--- config.mk ---
export PLATFORM = sky130hd
export DESIGN_NAME = phase_shift_dco
export DESIGN_NICKNAME = d
export VERILOG_FILES = /design/src/rtl/dpll_pkg.sv /design/src/rtl/shift_accumulator.sv /design/src/rtl/phase_shift_dco.sv
export SDC_FILE = /design/constraint.sdc
export NUM_CORES = 1
export LEC_CHECK = 0
export BUFFER_PORTS_ARGS = -buffer_cell sky130_fd_sc_hd__buf_2
export CAP_MARGIN = 20
export CORE_MARGIN = 1
export CORE_UTILIZATION = 35
export DETAILED_ROUTE_END_ITERATION = 10
export GPL_TIMING_DRIVEN = 0
export HOLD_SLACK_MARGIN = 0.1
export PLACE_DENSITY = 0.57
export SLEW_MARGIN = 20
export SYNTH_ARGS = -nofsm -noshare
export SYNTH_HDL_FRONTEND = slang
export SYNTH_SLANG_ARGS = --single-unit
export TNS_END_PERCENT = 1
--- constraint.sdc ---
create_clock -name clk_i -period 8.65 [get_ports clk_i]
set_input_delay 2.1625 -clock clk_i [delete_from_list [all_inputs] [get_ports clk_i]]
set_output_delay 2.1625 -clock clk_i [all_outputs]
set_load 0.01 [all_outputs]
--- src/rtl/dpll_pkg.sv ---
// Shared types and helpers for the DPLL digitally controlled oscillator.
// Shift direction encoding and pending-sign to period-length mapping.
package dpll_pkg;

  typedef enum logic [1:0] {
    SHIFT_NONE = 2'd0,
    SHIFT_ADV  = 2'd1,
    SHIFT_RET  = 2'd2
  } shift_dir_e;

  function automatic shift_dir_e sign_dir(input int value);
    if (value > 0) return SHIFT_ADV;
    if (value < 0) return SHIFT_RET;
    return SHIFT_NONE;
  endfunction

  function automatic int period_len(
    input shift_dir_e dir,
    input int         divide
  );
    case (dir)
      SHIFT_ADV: return divide - 1;
      SHIFT_RET: return divide + 1;
      default:   return divide;
    endcase
  endfunction

endpackage

--- src/rtl/shift_accumulator.sv ---
// Saturating signed up/down counter of outstanding phase corrections.
// Consumption is applied before new requests; overflow is dropped.
module shift_accumulator #(
  parameter int PENDING_MAX = 7
) (
  input  logic                                   clk_i,
  input  logic                                   reset_i,
  input  logic                                   inc_i,
  input  logic                                   dec_i,
  input  logic                                   consume_i,
  input  logic                                   consumeDir_i,
  output logic signed [$clog2(PENDING_MAX+1):0] value_o
);

  localparam int PW = $clog2(PENDING_MAX + 1) + 1;

  logic signed [PW-1:0] r_value;
  logic signed [PW-1:0] w_next;
  int                   w_sum;

  // next value: consume one step toward zero, add requests, then clamp
  always_comb begin
    w_sum = int'(r_value);
    if (consume_i) begin
      w_sum = consumeDir_i ? w_sum - 1 : w_sum + 1;
    end
    if (inc_i) w_sum = w_sum + 1;
    if (dec_i) w_sum = w_sum - 1;
    if (w_sum > PENDING_MAX) begin
      w_next = PW'(PENDING_MAX);
    end else if (w_sum < -PENDING_MAX) begin
      w_next = PW'(-PENDING_MAX);
    end else begin
      w_next = PW'(w_sum);
    end
  end

  // accumulator register
  always_ff @(posedge clk_i) begin
    if (reset_i) r_value <= '0;
    else         r_value <= w_next;
  end

  assign value_o = r_value;

endmodule

--- src/rtl/phase_shift_dco.sv ---
// DPLL oscillator: system clock divider whose period is trimmed by
// one cycle per period from the pending shift accumulator.
module phase_shift_dco
  import dpll_pkg::*;
#(
  parameter int DIVIDE      = 16,
  parameter int PENDING_MAX = 7
) (
  input  logic                                   clk_i,
  input  logic                                   reset_i,
  input  logic                                   positiveShift_i,
  input  logic                                   negativeShift_i,
  output logic                                   recoveredClock_o,
  output logic                                   tick_o,
  output logic [$clog2(DIVIDE+1)-1:0]            phase_o,
  output logic signed [$clog2(PENDING_MAX+1):0] pending_o
);

  localparam int CW = $clog2(DIVIDE + 1);
  localparam int PW = $clog2(PENDING_MAX + 1) + 1;

  logic [CW-1:0]        r_count;
  logic [CW-1:0]        r_len;
  logic                 r_tick;
  logic                 r_clk;
  logic [CW-1:0]        w_count_next;
  logic                 w_wrap;
  logic                 w_consume;
  logic                 w_consume_adv;
  shift_dir_e           w_dir;
  logic signed [PW-1:0] w_pending;

  // wrap detection, next count and direction of the pending correction
  always_comb begin
    w_wrap        = (r_count == r_len - CW'(1));
    w_count_next  = w_wrap ? '0 : r_count + CW'(1);
    w_dir         = sign_dir(int'(w_pending));
    w_consume     = w_wrap && (w_dir != SHIFT_NONE);
    w_consume_adv = (w_dir == SHIFT_ADV);
  end

  // divider, period length latch and registered outputs
  always_ff @(posedge clk_i) begin
    if (reset_i) begin
      r_count <= '0;
      r_len   <= CW'(DIVIDE);
      r_tick  <= 1'b0;
      r_clk   <= 1'b0;
    end else begin
      r_count <= w_count_next;
      if (w_wrap) r_len <= CW'(period_len(w_dir, DIVIDE));
      r_tick  <= w_wrap;
      r_clk   <= (w_count_next < CW'(DIVIDE / 2));
    end
  end

  shift_accumulator #(
    .PENDING_MAX (PENDING_MAX)
  ) u_acc (
    .clk_i        (clk_i),
    .reset_i      (reset_i),
    .inc_i        (positiveShift_i),
    .dec_i        (negativeShift_i),
    .consume_i    (w_consume),
    .consumeDir_i (w_consume_adv),
    .value_o      (w_pending)
  );

  assign recoveredClock_o = r_clk;
  assign tick_o           = r_tick;
  assign phase_o          = r_count;
  assign pending_o        = w_pending;

endmodule

# --- After elaboration in Yosys (flattened, before gate mapping) ---
# Cells that the tools add are included.
# Widths: inputs -> output; s select.
word_totals:
  out_inout_bits: 11
  word_cells: 38
  input_bits: 4
  reg_bits: 16
classes:
  reduce_logical: 3
  magnitude_cmp: 5
  eq_ne: 3
  addsub: 6
  mux: 15
ops:
  columns: ["operator", "count"]
  rows:
  - ["$mux 32", 4]
  - ["$add 32x2->32 const B", 1]
  - ["$gt 32x4->1 const B", 1]
  - ["$lt 32x4->1 const B", 1]
  - ["$sub 32x2->32 const B", 1]
  - ["$pmux 5 s2", 1]
  - ["$mux 2", 4]
  - ["$add 4x2->5 const B", 1]
  - ["$add 5x1->5 const B", 1]
  - ["$eq 5x5->1", 1]
  - ["$lt 5x4->1 const B", 1]
  - ["$mux 5", 1]
  - ["$sub 4x2->5 const B", 1]
  - ["$sub 5x1->5 const B", 1]
  - ["$gt 4x1->1 const B", 1]
  - ["$lt 4x1->1 const B", 1]
  - ["$mux 4", 1]
  - ["$mux 1", 3]
  - ["$mux 3", 1]
  - ["$eq 2x1->1 const B", 1]
  - ["$eq 2x2->1 const B", 1]
  - ["$reduce_bool 2->1", 1]
  - ["$reduce_or 2->1", 1]
  - ["$logic_and 1x1->1", 1]

# --- Logic depth before layout (Yosys ltp) ---
# Gate-level depths: netlist (run 1).
logic_depth:
  depth_word: 15
  depth_mapped: 23
  mapped_depth_nobuf: 21

# --- Cells and area by module ---
# Synthesis (run 1) repeated with hierarchy kept, for this count alone.
unflattened:
  hier_cells: 253
  area_unflattened_um2: 2033.2
modules_own_cells:
  columns: ["module", "seq_area_each_um2", "cells_each", "n_inst", "area_each_um2"]
  rows:
  - ["shift_accumulator", 80.1, 207, 1, 1564.0]
  - ["phase_shift_dco", 200.2, 46, 1, 469.2]

# --- Least setup slack after synthesis (run 1) ---
# Ideal clock, no wire load.
synth_timing:
  path_kind: "input to register"
  from: "input positiveShift_i"
  to: "register u_acc.r_value[0], in the netlist u_acc.value_o[0]"
  setup_ns: 0.115
  path_stages: 16
  slack_ns: 3.075
  n_path_buf: 4
  t_arrival_ns: 5.460
  t_required_ns: 8.535
  path_cell_list: "clkbuf_1 buf_1 inv_1 clkbuf_1 xnor2_1 ha_1 clkbuf_1 nand3_1 a21o_1 nand2_1 nand2_2 o211a_1 or4b_1 nor4_1 nand4_1 o21a_1"
synth_via:
  elab_chain_cells: 6
  word_cells_on_any_way: 7
  classes_between: "add/sub: 1; order compare: 2; mux: 4"
synth_rtl:
  columns: ["item", "line", "rtl"]
  rows:
  - ["start: declaration", "phase_shift_dco.sv:11", "input logic positiveShift_i,"]
  - ["$mux 32 *", "shift_accumulator.sv:27", "if (inc_i) w_sum = w_sum + 1;"]
  - ["$sub 32x2->32", "shift_accumulator.sv:28", "if (dec_i) w_sum = w_sum - 1;"]
  - ["$mux 32 *", "shift_accumulator.sv:28", null]
  - ["$lt 32x4->1", "shift_accumulator.sv:31", "end else if (w_sum < -PENDING_MAX) begin"]
  - ["$mux 4", "shift_accumulator.sv:31", null]
  - ["$mux 3 *", "shift_accumulator.sv:29", "if (w_sum > PENDING_MAX) begin"]
  - ["end signal: assignment", "shift_accumulator.sv:41", "else r_value <= w_next;"]
  - ["end: declaration", "shift_accumulator.sv:17", "logic signed [PW-1:0] r_value;"]
# Every way passes the cells marked *; elsewhere a longest branch is shown, timed or not.
# A chain may end at the register's enable or synchronous reset.

# --- Worst setup path after layout (run 1) ---
layout_timing:
  from: "register u_acc.r_value[3], in the netlist u_acc.value_o[3]"
  to: "register u_acc.r_value[1], in the netlist u_acc.value_o[1]"
layout_via:
  elab_chain_cells: 15
  word_cells_on_any_way: 23
  classes_between: "add/sub: 4; order compare: 4; eq/ne: 1; mux: 12; reduce/logical: 2"
layout_rtl:
  columns: ["item", "line", "rtl"]
  rows:
  - ["$lt 4x1->1", "dpll_pkg.sv:13", "if (value < 0) return SHIFT_RET;"]
  - ["$mux 1 (2 in a row)", "dpll_pkg.sv:13", null]
  - ["$mux 2", "dpll_pkg.sv:14", "return SHIFT_NONE;"]
  - ["$mux 2", "dpll_pkg.sv:13", null]
  - ["$eq 2x1->1 or $reduce_bool 2->1 (tied branches)", "phase_shift_dco.sv:39, phase_shift_dco.sv:38", null]
  - ["$mux 32 or $logic_and 1x1->1 (tied branches)", "shift_accumulator.sv:25, phase_shift_dco.sv:38", null]
  - ["$mux 32 *", "shift_accumulator.sv:24", "if (consume_i) begin"]
  - ["$add 32x2->32", "shift_accumulator.sv:27", null]
  - ["$mux 32 *", "shift_accumulator.sv:27", null]
  - ["$sub 32x2->32", "shift_accumulator.sv:28", null]
  - ["$mux 32 *", "shift_accumulator.sv:28", null]
  - ["$lt 32x4->1", "shift_accumulator.sv:31", null]
  - ["$mux 4", "shift_accumulator.sv:31", null]
  - ["$mux 3 *", "shift_accumulator.sv:29", null]
# Every way passes the cells marked *; elsewhere a longest branch is shown, timed or not. The select of a mux whose other input is x is not followed.

==> results.md, run 1 <==
Place:
- The number of port buffers is 13.
- Summed over all nets, the half-perimeter wirelength after detailed placement is 5058 um.
- Routability-driven placement finished with a final weighted congestion of 0.9128.

Synth:
- Averaged over all synthesized cells, the footprint is 7.383 um^2.
- The synthesized netlist devotes 25.83% of its cell area to compound gates.
- In the post-synthesis netlist, the biggest area contributors are dfxtp_1 13%, ha_1 9.3%, nand2_1 4.7%, nor2_1 4.4%, xor2_1 4.1%.
- The parity-gate share of the synthesized area counting xor and xnor cells is 9.867%.
- After synthesis, the largest family of logic cells by area is simple AND/OR/NAND/NOR gates.
- Sorting the synthesized cells by how often they occur yields 27 x nand2_1, 25 x nor2_1, 16 x ha_1.
- In this run, synthesis produced a sequential element count of 14.
- Measured against the total synthesized area, the mux share comes to 0.9867%.
- The fraction of the yosys area taken by sequential cells is 13.00%.
- The number of library cell types mapped by synthesis is 65.
- The synthesized netlist net count is 313.
- Summing the areas of all and, or, nand and nor instances in the mapped netlist gives 35.58% of the synthesized area.
- The share of flip-flops with an asynchronous set or reset is 0%.
- The adder and majority cell fraction of the synthesized area is 10.21%.
- For this run, the leading register cell type out of synthesis is dfxtp_1.
- In this run, synthesis inferred 0 flip-flops with an integrated enable.
- The most frequently used cell type in the post-synthesis netlist is nand2_1.
- The cell count after synthesis is 292.
- The number of warning messages in the yosys log is 0.
- In this run the biggest area consumer among cell types represents 13.00% of the synthesized area.
- The biggest area consumer among synthesized cells is dfxtp_1.
- The cell area that synthesis handed to floorplanning was 2156 um^2.

Floorplan:
- The total number of placement rows is 28.
- The I/O pin total is 15.
- The die boundary width is 80.48 um.
- The die covers 6477 um^2.
- The floorplan step defined a core boundary enclosing 5921 um^2.
- The die is 80.48 um tall.
- Once the floorplan was initialized, standard cells occupied 36.41% of the core.

Route:
- The pre-antenna-repair detailed-routing pass consisted of 4 iterations.
- After detailed routing, the total wire length is 6458 um.
- The DRC marker count from the first detailed-route iteration is 159.
- For this block, the via count after detailed routing is 2,319.
- The number of routed nets with antenna violations is 0.
- The residual DRC count is 0.
- The ratio of routed vias to standard cells is 6.055.
- The routed length per instance is 16.86 um.

Setup path:
- The data required time of the critical path is 8800 ps.
- The signal on the critical path passes through buf_2 -> nor4_1 -> nor2_1 -> fa_1 -> inv_1 -> nor2_1 -> or3_1 -> and2_1 -> clkbuf_1 -> nor2_1 -> o21ai_0 -> ha_1 -> and4_1 -> nand2_1 -> nor2_1 -> a211oi_1 -> a221oi_1 -> o22ai_1 -> a211oi_1 -> o2111ai_1 -> nor4_1 -> nand4_1 -> a211oi_1.
- The worst setup path is launched from a register.
- By startpoint and endpoint, the worst setup path is classified as reg -> reg.
- The data arrival time of the worst path is 7000 ps.
- In this design, the stage delay of the slowest critical-path cell is 800 ps.
- The cell that appears most often on the critical path is nor2_1.
- The cell with the largest stage delay on the worst path is nor4_1.
- The type of destination of the critical path is a register.
- The maximum fanout encountered on the critical timing path is 10.

STA:
- The number of hold violations in the final report is 0.
- The worst slew margin relative to its limit is 39.32%.
- The final critical path takes up 79.17% of the cycle.
- After layout, the minimum clock period comes to 6849 ps.
- The transition time of the tightest slew-check pin is 901.9 ps.
- Clock skew on the completed layout was measured at 1.895 ps.
- The accumulated negative setup slack is 0 ps.
- Setup violations remaining at the end of the flow were counted as 0.
- Setup repair after global routing left no endpoint under its margin.
- The count of final max-slew check failures is 0.
- The highest achievable clock rate is 146.0 MHz.

Flow run:
- The tool flagged a number of max-cap violations equal to 0.

Finish:
- The filler cell count in the final layout is 642.
- The multi-input combinational cells in the finished layout cover a total of 1778 um^2.
- The core occupancy in the finished layout is 39.79%.
- The number of antenna diodes in the final layout is 0.
- The combined flip-flop and latch cell area is 280.3 um^2.
- After the last flow step, the layout net total stands at 331.
- The area growth from synthesis to layout is 9.286%.
- The post-route netlist has 10.39% of its cells at a drive strength greater than 1.

Pwr:
- The peak ir drop on the vdd network is 0.07726 mV.
- Power spread over the standard cell area amounts to 108.5 nW/um^2.
- Summing internal, switching and leakage power gives 255.6 uW.
- In this run the static leakage power is 0.8905 nW.

Clocking:
- TritonCTS built the clock tree.
- The tree built by TritonCTS fans out to 14 sinks.
- The number of setup buffers added after CTS is 0.
- The clock root buffer is clkbuf_8.
- The clock slew seen by the registers of the worst setup and hold paths is 50 ps.
- The quantity of gates resized following cts is 0.
- Clock tree synthesis inserted a total of 3 buffers.
- In this run the deepest clock path goes through 2 buffers.
- The number of buffers inserted by hold repair at cts is 0.
- CTS built an H-tree with a depth of 1.
- For the worst-skew pair, the clock arrives at the later sink with an insertion delay of 240 ps.

Global routing:
- In the global route stage, overall resource usage came out at 20.55%.
- Entering global routing, the biggest net connects 13 pins.
- The global-route wire length before repair is 10,330 um.
- Summed over all layers, the global routing overflow is 0.
- The via count of the first global-routing pass was 2,091.
- The number of antenna violations at the first check in global routing was 0.

Worst hold path:
- The path type of the worst min-delay path is reg -> reg.

Outcome:
- The run finished with clean final reports.
-- placed cells by master (no fill, tap or decap), drive strengths merged, types with 3 or more instances in the layout --
cell type	n
nor2	25
xor2	10
and4	4
or3	6
buf	18
nand2b	6
o21ai	13
and3	3
or2	4
nor3	9
a211oi	8
ha	16
and2	4
xnor2	9
o22ai	4
clkbuf	13
o2111ai	3
nand2	29
nand3b	4
nand4	10
a31oi	4
nor3b	4
a221oi	3
o31ai	4
dfxtp	14
a21oi	12
inv	10
or4	3
nand3	9
a21o	4
nor2b	4
nor4	7
-- worst paths after layout --
check / start / end / slack [ps] / depth (start not counted)
worst max-delay path: u_acc.value_o[3] / u_acc.value_o[1] / 1800 / 23
worst min-delay path: phase_o[0] / phase_o[0] / 500 / 1
worst max register to register: u_acc.value_o[3] / u_acc.value_o[1] / 1800 / 23
worst min register to register: phase_o[0] / phase_o[0] / 500 / 1
-- layout make-up --
class | count | area share, %
Multi-Input combinational cell | 253 | 75.46
Sequential cell | 14 | 11.90
Timing Repair Buffer | 13 | 2.762
Tap cell | 75 | 3.983
Inverter | 10 | 1.593
Clock buffer | 3 | 1.753
Buffer | 15 | 2.549
-- registers in the layout (all words and copies together) (netlist names) --
| register | cells |
|---|---|
| phase_o | 5 |
| r_len | 3 |
| recoveredClock_o | 1 |
| tick_o | 1 |
| u_acc.value_o | 4 |
-- through the flow --
stage | cells | worst slack (ps) | instance area, um^2 | hold WS [ps]
final | 383 | 1801 | 2356 | 499.1
after global routing | 383 | 1289 | 2356 | 543.7
after CTS | 383 | 1927 | 2356 | 495.4
after detailed placement | 380 | 1988 | 2315 | 484.4
after global placement | 380 | 1975 | 2315 | 473.8
after floorplan | 292 | 3075 | 2156 | 457.0
-- cell families (layout without fill, tap and decap cells) --
logic type | Yosys count | count (layout)
XOR/XNOR | 21 | 21
multiplexers | 2 | 2
AND/OR/NAND/NOR | 138 | 138
AO/OA/AOI/OAI | 75 | 75
flip-flops | 14 | 14
buffers and inverters | 25 | 41
adder cells (fa/ha/maj) | 17 | 17
-- power by group --
group	internal (mW)	switching (mW)
Clock	0.0308	0.0212
Combinational	0.0499	0.0821
Sequential	0.0678	0.00384
Total	0.148	0.107
-- critical path, delay by kind of cell (launching register included) --
| family | cells | cell delay, ps |
|---|---|---|
| AOI/OAI and AO/OA | 7 | 1620 |
| adders and majority gates | 2 | 910 |
| buffers and inverters | 3 | 460 |
| DFF | 1 | 310 |
| and+or+nand+nor | 11 | 3450 |
-- metal layers --
layer  track usage (%)  wire [um]  vias up
li1                  -          -     1146
met1             28.98       3103     1083
met2             33.31       2967       84
met3             1.591        334        6
met4             5.179         53        0
met5                 0          0        -
(Power assumes the default switching activity.)
==> run 2: changes to the inputs <==
--- a/config.mk
+++ b/config.mk
@@ -5,6 +5,7 @@
 export SDC_FILE = /design/constraint.sdc
 export NUM_CORES = 1
 export LEC_CHECK = 0
+export ABC_AREA = 1
 export BUFFER_PORTS_ARGS = -buffer_cell sky130_fd_sc_hd__buf_2
 export CAP_MARGIN = 20
 export CORE_MARGIN = 1
@@ -12,7 +13,7 @@
 export DETAILED_ROUTE_END_ITERATION = 10
 export GPL_TIMING_DRIVEN = 0
 export HOLD_SLACK_MARGIN = 0.1
-export PLACE_DENSITY = 0.57
+export PLACE_DENSITY = 0.59
 export SLEW_MARGIN = 20
 export SYNTH_ARGS = -nofsm -noshare
 export SYNTH_HDL_FRONTEND = slang
==> constraint.sdc (replaced) <==
create_clock -name clk_i -period 6.3 [get_ports clk_i]
set_input_delay 1.575 -clock clk_i [delete_from_list [all_inputs] [get_ports clk_i]]
set_output_delay 1.575 -clock clk_i [all_outputs]
set_load 0.01 [all_outputs]
==> run 2 against run 1 <==
Synthesized cell count is 49% higher. Non-clock buffer count down 8. Largest power group unchanged. Largest cell class unchanged. Sequential cell count did not move. Final cell count increased by 39%. Sequential share of layout area fell by 1.3 points. Critical path type unchanged. First-iteration DRC count decreased by 17%. Global-route usage decreased by 1.9 points.
==> results.md, run 2 <==
Setup path:
- The type of destination of the critical path was a register (unchanged).
- The class of the most critical setup path is reg -> reg (unchanged).
- The maximum fanout encountered on the critical timing path is 7 (was 10).
- The data required time of the critical path came to 6450 ps (was 8800 ps).
- The data arrival time of the worst path came to 5020 ps (was 7000 ps).
- The type of origin of the critical path was a register (unchanged).

Synth:
- The fraction of the yosys area taken by sequential cells came to 11.53% (was 13.00%).
- The number of synthesized register bits was 14 (unchanged).
- The number of enable-type register cells in the synthesized netlist is 0 (unchanged).
- The most frequently used cell type in the post-synthesis netlist is nand2_1 (unchanged).
- The mean post-synth cell area is 5.573 um^2 (was 7.383 um^2).
- The share of Yosys cell area claimed by the top area cell type is 22.55% (was 13.00%).
- The synthesized netlist net count is 457 (was 313).
- The most used flip-flop cell after synthesis is dfxtp_1 (unchanged).
- The number of warning messages in the yosys log came to 0 (unchanged).
- The cell count after synthesis came to 436 (was 292).
- The netlist area before placement came to 2430 um^2 (was 2156 um^2).
- The share of flip-flops with an asynchronous set or reset is 0% (unchanged).
- Most frequent cells after synthesis: 146 x nand2_1, 57 x inv_1, 50 x nand3_1 (was 27 x nand2_1, 25 x nor2_1, 16 x ha_1).
- Dominant cells by area after synthesis: nand2_1 23%, dfxtp_1 12%, nand3_1 10%, inv_1 8.8%, ha_1 8.2% (was dfxtp_1 13%, ha_1 9.3%, nand2_1 4.7%, nor2_1 4.4%, xor2_1 4.1%).
- The number of library cell types mapped by synthesis is 31 (was 65).
- The biggest area consumer among synthesized cells is nand2_1 (was dfxtp_1).

Clocking:
- The count of H-tree levels built during CTS was 1 (unchanged).
- The clock root buffer is clkbuf_8 (unchanged).
- The clock slew seen by the registers of the worst setup and hold paths came to 60 ps (was 50 ps).
- The quantity of gates resized following cts came to 0 (unchanged).
- The maximum count of clock buffers along a single path came to 2 (unchanged).
- The later-pin clock latency in the skew report is 250 ps (was 240 ps).
- The clock tree from TritonCTS is built (unchanged).
- The post-CTS repair timing setup buffer count is 0 (unchanged).
- The CTS sink count was 14 (unchanged).
- The number of buffers inserted by hold repair at cts is 0 (unchanged).
- The number of buffers created by CTS is 3 (unchanged).

Floorplan:
- The effective utilization at floorplan is 35.96% (was 36.41%).
- The die boundary width came to 85.32 um (was 80.48 um).
- The area enclosed by the die boundary is 7280 um^2 (was 6477 um^2).
- The die outline height is 85.32 um (was 80.48 um).
- The area of the placeable core is 6756 um^2 (was 5921 um^2).
- The total number of placement rows is 30 (was 28).
- The I/O pin total is 15 (unchanged).

Pwr:
- The power share of the combinational group is 46.2% (was 51.6%).
- The internal power component came to 199.9 uW (was 148.5 uW).
- The switching share of total power is 42.29% (was 41.92%).
- The part of the total power dissipated in sequential elements was 28.5% (was 28.0%).
- The clock network fraction of design power came to 25.3% (was 20.3%).
- The peak ir drop on the vdd network is 0.1630 mV (was 0.07726 mV).
- The power per cell area is 130.5 nW/um^2 (was 108.5 nW/um^2).
- The total leakage power is 1.419 nW (was 0.8905 nW).
- The net switching power is 146.5 uW (was 107.2 uW).

STA:
- Unrepaired setup endpoints after global routing: false (unchanged).
- The accumulated negative setup slack was 0 ps (unchanged).
- The time the final worst path needs with I/O delays and setup was 4868 ps (was 6849 ps).
- The highest achievable clock rate is 205.4 MHz (was 146.0 MHz).
- The setup violation total in the final timing report was 0 (unchanged).
- The count of final max-slew check failures is 0 (unchanged).
- The number of hold violations in the final report is 0 (unchanged).
- The transition time of the tightest slew-check pin was 697.3 ps (was 901.9 ps).
- The final cycle utilization of the critical path was 77.28% (was 79.17%).
- The worst slew margin relative to its limit is 53.02% (was 39.32%).
- The worst-case clock skew is 1.085 ps (was 1.895 ps).

Route:
- The number of routed nets with antenna violations is 0 (unchanged).
- The routed length per instance is 12.23 um (was 16.86 um).
- The total via count after detailed routing is 2,671 (was 2,319).
- The routed wire length was 6529 um (was 6458 um).
- The ratio of routed vias to standard cells is 5.002 (was 6.055).
- The DRC marker count from the first detailed-route iteration is 132 (was 159).
- The total iterations of the first detailed-routing run is 6 (was 4).
- The residual DRC count is 0 (unchanged).

Finish:
- The number of flip-flops in the largest register is 5 (unchanged).
- The area growth from synthesis to layout is 9.269% (was 9.286%).
- Highest-count cells in the layout ignoring fill and taps: 146 x nand2_1, 57 x inv_1, 50 x nand3_1 (was 27 x nand2_1, 25 x nor2_1, 16 x buf_2, 16 x ha_1, 14 x dfxtp_1).
- The fraction of layout instances using a drive strength above 1 is 15.64% (was 10.39%).
- The most common cell after layout, fill and taps aside is nand2_1 (unchanged).
- The total number of nets in the final design is 476 (was 331).
- The filler cell count in the final layout is 771 (was 642).
- The antenna cell count came to 0 (unchanged).
- The final design instance area without fill is 2655 um^2 (was 2356 um^2).

Place:
- The area of placed instances is 2600 um^2 (was 2315 um^2).
- The number of port buffers is 14 (was 13).
- The last weighted congestion value of the routability-driven placer is 0.8832 (was 0.9128).
- The half-perimeter wire length after placement is 5484 um (was 5058 um).

Global routing:
- The maximum number of pins on one net before global-route repair is 11 (was 13).
- The via count of the first global-routing pass is 2,391 (was 2,091).
- The number of antenna violations at the first check in global routing was 0 (unchanged).
- The global-route wire length before repair is 11,100 um (was 10,330 um).
- The final global-route overflow total is 0 (unchanged).
- The overall fraction of global-route tracks in use was 18.64% (was 20.55%).

Flow run:
- The number of max-cap violations is 0 (unchanged).

Outcome:
- Outcome: complete, no violations (unchanged).

Worst hold path:
- The path type of the worst min-delay path is reg -> reg (unchanged).
-- run 2: cell types whose count changed after synthesis, sizes merged, moves of 6 or more --
cell    change
nand2b      -6
nor4        -7
nor2       +35
clkbuf      -8
nand3      +50
nor3        -8
inv        +52
a211oi      -8
or3         -6
o21ai       +9
xnor2       -9
nand2     +125
-- run 2: cells by family (layout without fill, tap and decap cells) --
group | Yosys count | after routing | synth area share, %
buffers and inverters | 68 | 86 | 11.23
AO/OA/AOI/OAI | 37 | 37 | 9.887
XOR/XNOR | 6 | 6 | 2.163
adder cells (fa/ha/maj) | 17 | 17 | 9.063
flip-flops | 14 | 14 | 11.53
AND/OR/NAND/NOR | 294 | 294 | 56.13
-- run 2: power groups by stage --
stage	Clock, mW	Combinational, mW	Sequential [mW]
finish	0.0876	0.160	0.0988
global route	0.0954	0.182	0.0995
global placement	0	0.158	0.101
floorplan	0	0.121	0.101
CTS	0.0907	0.159	0.0987
detailed placement	0	0.158	0.100
-- run 2: final cells by class --
type	instances	area, um^2	area share, %
Tap cell	80	100.1	3.770
Sequential cell	14	280.3	10.56
Multi-Input combinational cell	354	1877	70.69
Inverter	62	232.7	8.765
Buffer	6	40.04	1.508
Clock buffer	4	55.05	2.074
Timing Repair Buffer	14	70.07	2.639
-- run 2: layer usage --
layer | part of all wire (%) | global-route usage (%) | vias up | wire length [um]
met1 | 50 | 26.27 | 1182 | 3282
met5 | 0 | 0 | - | 0
met2 | 45 | 31.01 | 57 | 2937
met4 | 1.2 | 3.030 | 0 | 77
li1 | - | - | 1423 | -
met3 | 3.5 | 2.140 | 9 | 231
-- run 2: final timing paths --
kind / slack [ps] / end / start / depth (start not counted)
worst max-delay path: 1430 / u_acc.value_o[0] / u_acc.value_o[0] / 27
worst min-delay path: 510 / phase_o[0] / phase_o[0] / 1
worst min register to register: 510 / phase_o[0] / phase_o[0] / 1
worst max register to register: 1430 / u_acc.value_o[0] / u_acc.value_o[0] / 27
-- run 2: through the flow --
| stage | instances | hold slack, ps | total power [mW] | util [%] | setup slack (ps) |
|---|---|---|---|---|---|
| floorplan | 436 | 457.9 | 0.2219 | - | 2222 |
| global placement | 530 | 479.7 | 0.2582 | 38.48 | 1495 |
| detailed placement | 530 | 486.1 | 0.2589 | 38.48 | 1496 |
| CTS | 534 | 502.0 | 0.3484 | 39.30 | 1468 |
| global route | 534 | 529.7 | 0.3766 | 39.30 | 866.2 |
| finish | 534 | 506.2 | 0.3464 | 39.30 | 1432 |
-- run 2: critical path: stages (launching register included) --
cell	delay, ps
dfxtp_1	390
nor2_1	210
nand3_2	160
inv_1	120
nor2_1	90
fa_1	400
nand3_1	110
nand2_1	70
nand2_1	100
nand2_2	80
nor2_1	340
nand3_1	170
ha_1	230
or2_2	300
o41ai_2	590
nand3_1	140
nor2_1	240
nand4_1	120
nand2_1	110
nand2_1	60
nor2_1	130
nand2_1	70
nor2_1	160
nand2_1	110
nand2_2	100
nand3_1	90
nand2_1	70
inv_1	30
